$ cat src/rtl/siso_frame_rx.sv
// siso_frame_rx: tick-paced serial receiver for the slow shift link.
// One sample per internal tick (gated by en). A frame is a high start bit,
// WIDTH data bits LSB first, then a low stop bit. A good frame updates
// data_out and pulses data_valid. A high stop bit pulses frame_err instead.
module siso_frame_rx #(
  parameter int TICK_DIV = 100_000_000,
  parameter int WIDTH    = 4
) (
  input  logic             clk,
  input  logic             rst,
  input  logic             en,
  input  logic             si,
  output logic [WIDTH-1:0] data_out,
  output logic             data_valid,
  output logic             frame_err,
  output logic             busy,
  output logic             tick
);

  localparam int CW = (TICK_DIV > 1) ? $clog2(TICK_DIV) : 1;
  localparam int BW = (WIDTH > 1) ? $clog2(WIDTH) : 1;
  localparam logic [CW-1:0] CNT_LAST = CW'(TICK_DIV - 1);
  localparam logic [BW-1:0] BIT_LAST = BW'(WIDTH - 1);

  typedef enum logic [1:0] {IDLE, DATA, STOP} state_t;

  state_t           state;
  logic [CW-1:0]    cnt;
  logic [BW-1:0]    bcnt;
  logic [WIDTH-1:0] shift;
  logic             sample;

  // A sample is the registered tick qualified by en at the same edge.
  assign sample = en & tick;

  // Free-running tick divider; en never affects its phase.
  always_ff @(posedge clk) begin
    if (rst) begin
      cnt  <= '0;
      tick <= 1'b0;
    end else if (cnt == CNT_LAST) begin
      cnt  <= '0;
      tick <= 1'b1;
    end else begin
      cnt  <= cnt + CW'(1);
      tick <= 1'b0;
    end
  end

  // Frame FSM: advances only on samples; strobes default low every cycle.
  always_ff @(posedge clk) begin
    if (rst) begin
      state      <= IDLE;
      bcnt       <= '0;
      shift      <= '0;
      data_out   <= '0;
      data_valid <= 1'b0;
      frame_err  <= 1'b0;
      busy       <= 1'b0;
    end else begin
      data_valid <= 1'b0;
      frame_err  <= 1'b0;
      if (sample) begin
        case (state)
          IDLE: begin
            if (si) begin
              state <= DATA;
              bcnt  <= '0;
              busy  <= 1'b1;
            end
          end
          DATA: begin
            // LSB arrives first, so shift in from the top.
            shift <= {si, shift[WIDTH-1:1]};
            bcnt  <= bcnt + BW'(1);
            if (bcnt == BIT_LAST) state <= STOP;
          end
          STOP: begin
            // A high stop bit is an error, not a new start bit.
            if (!si) begin
              data_out   <= shift;
              data_valid <= 1'b1;
            end else begin
              frame_err  <= 1'b1;
            end
            state <= IDLE;
            busy  <= 1'b0;
          end
          default: begin
            state <= IDLE;
            busy  <= 1'b0;
          end
        endcase
      end
    end
  end

endmodule

$ cat config.mk
export PLATFORM = sky130hd
export DESIGN_NAME = siso_frame_rx
export DESIGN_NICKNAME = d
export VERILOG_FILES = /design/src/rtl/siso_frame_rx.sv
export SDC_FILE = /design/constraint.sdc
export NUM_CORES = 1
export LEC_CHECK = 0
export CAP_MARGIN = 20
export CORE_MARGIN = 3
export CORE_UTILIZATION = 39
export CTS_CLUSTER_DIAMETER = 30
export CTS_CLUSTER_SIZE = 20
export DETAILED_ROUTE_END_ITERATION = 10
export GPL_ROUTABILITY_DRIVEN = 0
export PLACE_DENSITY_LB_ADDON = 0.05
export SYNTH_ARGS = -nofsm -noshare
export SYNTH_HDL_FRONTEND = slang
export SYNTH_SLANG_ARGS = --single-unit
$ cat constraint.sdc
create_clock -name clk -period 3.8 [get_ports clk]
set_input_delay 0.57 -clock clk [delete_from_list [all_inputs] [get_ports clk]]
set_output_delay 0.57 -clock clk [all_outputs]
set_load 0.01 [all_outputs]
### Word-level counts from Yosys, hierarchy flattened

Index checks and enable logic that the tools add are counted.

* bits in registers: 43
* bits of input ports: 4
* output and inout bits: 8
* logic and storage cells: 41

* add/subtract/negate cells: 2
* equality and inequality tests: 6
* mux-type cells: 10
* bitwise logic cells: 5
* reductions and logical operators: 9

Operator list (number)
* 27-bit by 1-bit adder with 27-bit output, second input constant: 1
* 27-bit == test, second input constant: 1
* 3-bit AND reduction: 4
* 2-bit one-hot mux with 2 select lines: 2
* 2-bit 2-to-1 mux: 3
* 2-bit == test, second input constant: 2
* 1-bit 2-to-1 mux: 4
* 2-bit != test, second input constant: 2
* 1-bit inverter: 4
* 3-bit OR reduction: 1
* 2-bit by 1-bit adder with 2-bit output, second input constant: 1
* 2-bit by 1-bit == test with 1-bit output, second input constant: 1
* 2-bit logical NOT: 1
* 1-bit one-hot mux with 2 select lines: 1
* 2-bit AND reduction: 1
* 2-bit nonzero test: 1
* 2-bit OR reduction: 1
* 1-bit AND: 1

### Longest topological paths before layout

* depth after elaboration: 3
* mapped depth: 6
* gate-level depth less buffers: 5

### Worst setup path before layout

No wires, ideal clock.

* path type: reg-to-reg
* from: reg cnt[0]
* to: reg cnt[21]
* setup time: 0.125 ns
* arrival time: 1.563 ns
* required time: 3.675 ns
* path slack: 2.112 ns
* stages on the path, launching flop included: 7
* path buffers: 1
* clock period less this slack: 1.688 ns
* cells stage by stage: dfxtp_1 > ha_1 > and4_2 > nand2_1 > o31ai_4 > buf_4 > a21oi_1

* word-level cells in the longest chain between the ends: 2
* elaborated cells between the ends (all ways): 3
* those cells by class: add/sub: 1; eq/ne: 1; reduce/logical: 1

RTL lines
* start: declaration: RTL line 28 `logic [CW-1:0] cnt;`
* start signal: assignment: RTL line 45 `cnt <= cnt + CW'(1);`
* parallel branches: the longest is 2 deep, another holds 27-bit by 1-bit adder with 27-bit output

Several ways; the timed one is not identified.
A chain may end at the register's enable or synchronous reset.

### Worst setup path after layout

* from: reg cnt[0]
* to: reg cnt[26]

Same word-level chain as after synthesis.

==> run_results.csv <==
group,metric,value,unit
run_status,status,"finished, final reports clean",
critical_path,rr_worst_depth,5,
sta,fin_worst_skew,0.00778,ns
synth,ys_seq_elements,43,
drt,drt_iter0_markers,77,
critical_path,worst_setup_path_start_kind,"flop",
sta,timing.final.crit_share,52.4,%
clocking,numCtsBuffers,5,
grt,first_global_vias,1372,
grt,grtUsageTotal,12.8,%
sta,hold_viol,0,
synth,synth_top_flop_cell,"dfxtp_1",
drt,routed_via_density,5.26,
drt,wl_per_cell,12.7,µm
run,drv_cap,0,
synth,syn_area,1950,µm²
final_layout,num-nets-final,222,
sta,max_clock_freq,0.503,GHz
sta,setup_tns,0,ns
place,dp_slack,1.47,ns
grt,overflow,0,
clocking,cts_resized,0,
sta,slew_headroom,56.6,%
critical_path,cp_data_required_time,4.03,ns
grt,grt_pass1_wl,6.13,mm
synth,async_flop_share,0,%
clocking,htreeDepth,2,
power_and_ir_drop,clkPwrFrac,37.7,%
die,ios,12,
sta,worst_pin_slew,0.649,ns
drt,drc,0,
power_and_ir_drop,powerDensity,352,nW/µm²
final_layout,fin_area,2170,µm²
place,numPortBuffers,11,
hold_path,min-delay-start,"bcnt[1]$_SDFFE_PP0P_",
synth,syn_nets,213,
sta,rsz0062_at_grt,"false",
critical_path,r2r-end,"cnt[26]$_SDFF_PP0_",
hold_path,hold_path_class,"reg2reg",
synth,synth_top_area_share,44.1,%
die,initial_core_util,40.8,%
synth,yosysSeqAreaShare,44.1,%
power_and_ir_drop,internal_power,588,µW
hold_path,hold-path-endpoint,"bcnt[1]$_SDFFE_PP0P_",
die,die_w,76.7,µm
final_layout,mostFrequentLayoutCells,"43 x dfxtp_1, 29 x nor2_1, 12 x nand4_1, 12 x a21oi_1",
synth,syn_inst,207,
sta,slew_viol_final,0,
power_and_ir_drop,leakage,0.000708,µW
critical_path,crit_fanout,13,
final_layout,antenna_cells,0,
drt,vias,1495,
sta,setup_violations,0,
critical_path,crit_path_end_kind,"flop",
synth,synth_top_area_cell,"dfxtp_1",
power_and_ir_drop,p_comb_share,2.5,%
drt,detail-route-antenna-nets,0,
final_layout,final_common_cell,"dfxtp_1",
critical_path,crit_type,"reg2reg",
die,dieArea,5890,µm²
power_and_ir_drop,p_sw_share,22.9,%
synth,synth_area_per_cell,9.43,µm²
synth,yosysWarningCount,0,
final_layout,nFillCells,499,
final_layout,areaGrowthSynthToFinish,11.0,%
clocking,cts_buffer_depth,2,
place,placed_area,2070,µm²
critical_path,r2r_slack,1.81,ns
drt,firstDrtPassIters,4,
place,hpwl,2.47,mm
die,rows,25,
synth,yosysUniqueCellTypes,46,
drt,route.final.wire_length,3.59,mm
critical_path,crit_arrival,2.22,ns
clocking,clkSinkCount,43,
grt,grt_start_max_net_pins,27,
power_and_ir_drop,switching_power,175,µW
sta,fin_ws,1.81,ns
die,core_area,4790,µm²
clocking,cts_hold_buf,0,
final_layout,drive_above_1_share,10.1,%
hold_path,hold-path-cell-count,2,
clocking,cts_tree,"done",
synth,synth_area_leaders,"dfxtp_1 44%, nor2_1 5.6%, mux2i_1 4.1%",
power_and_ir_drop,peakVddDrop,0.187,mV
die,die-height,76.7,µm
power_and_ir_drop,power_frac_seq,59.7,%
clocking,insertion_delay,0.29,ns
sta,min_period,1.99,ns
grt,grt_antenna_before_repair,0,
synth,synth_edf_count,0,
clocking,ctsRootBufferMaster,"clkbuf_8",
clocking,clkTransAtPathRegs,0.09,ns
clocking,post_cts_buffers,0,
critical_path,r2r-start,"cnt[0]$_SDFF_PP0_",
==> worst max-delay path, cell delays in order, from the launching register on <==
cell and delay (ns):
dfxtp_1 0.40, ha_1 0.22, and4_2 0.30, nand4_2 0.28, or4_1 0.58, a21oi_1 0.14
==> cell usage after synthesis, types with 2 or more instances <==
library cell	number
dfxtp_1	43
or4_4	2
and4_1	2
a21oi_1	12
or3_1	4
mux2i_1	8
xnor2_1	4
o21ai_0	4
nor4_1	2
nand3_1	8
a21oi_2	2
nor2_1	29
and3_1	3
inv_1	4
buf_4	2
clkbuf_1	2
o31ai_1	9
buf_6	3
nand4_1	12
nand2_1	11
ha_1	2
xor2_1	9
or4_1	7
==> power groups by stage <==
stage	Clock, µW	Combinational, µW	Sequential (µW)
floorplan	0	13.2	466
global route	321	21.1	457
CTS	301	18.4	456
global placement	0	17.8	466
finish	288	19.4	456
detailed placement	0	18.2	467
==> sequential cells by signal, indices dropped and copies added, names as in the netlist <==
register and cells:
bcnt 2, busy 1, cnt 27, data_out 4, data_valid 1, frame_err 1, shift 4, state 2
tick 1
==> area by class of cell <==
| type | count | area [µm²] | area share (%) |
|---|---|---|---|
| clock buffer | 5 | 68.8 | 3.18 |
| tap | 67 | 83.8 | 3.87 |
| sequential | 43 | 861 | 39.7 |
| clock inverter | 3 | 20.0 | 0.924 |
| inverter | 4 | 15.0 | 0.693 |
| multi-input combinational | 150 | 996 | 46.0 |
| timing repair buffer | 12 | 121 | 5.60 |
==> worst max-delay path by stage <==
stage                       from                  to  slack (ns)  cells past startpoint
2_1_floorplan  cnt[0]$_SDFF_PP0_  cnt[21]$_SDFF_PP0_        2.11                      6
3_3_place_gp   cnt[0]$_SDFF_PP0_  cnt[12]$_SDFF_PP0_        1.58                      5
3_5_place_dp   cnt[0]$_SDFF_PP0_  cnt[13]$_SDFF_PP0_        1.47                      5
4_1_cts        cnt[0]$_SDFF_PP0_  cnt[13]$_SDFF_PP0_        1.47                      5
5_1_grt        cnt[0]$_SDFF_PP0_  cnt[26]$_SDFF_PP0_        1.62                      5
6_report       cnt[0]$_SDFF_PP0_  cnt[26]$_SDFF_PP0_        1.81                      5
==> cell families after synthesis <==
kind of cell / Yosys count / synth area share, %
DFF: 43 / 44.1
muxes: 8 / 4.10
adders and majority gates: 2 / 1.28
xor gates and xnor gates: 13 / 5.83
AOI/OAI and AO/OA: 32 / 11.1
and+or+nand+nor: 95 / 28.7
buffers and inverters: 14 / 4.87
==> routing by layer <==
layer	up-vias	routed length (µm)	global-route usage [%]
met1	692	1830	15.9
li1	771	-	-
met5	-	0	0
met2	25	1580	20.0
met4	0	60	6.16
met3	7	128	3.76
==> per-stage QoR <==
step	hold slack [ns]	util (%)	instances	power (µW)
floorplan	0.441	-	207	479
global placement	0.455	43.2	275	484
detailed placement	0.473	43.2	275	485
CTS	0.488	45.0	283	775
global route	0.511	45.3	284	799
finish	0.485	45.3	284	763
Power figures use the tool's default switching activity.
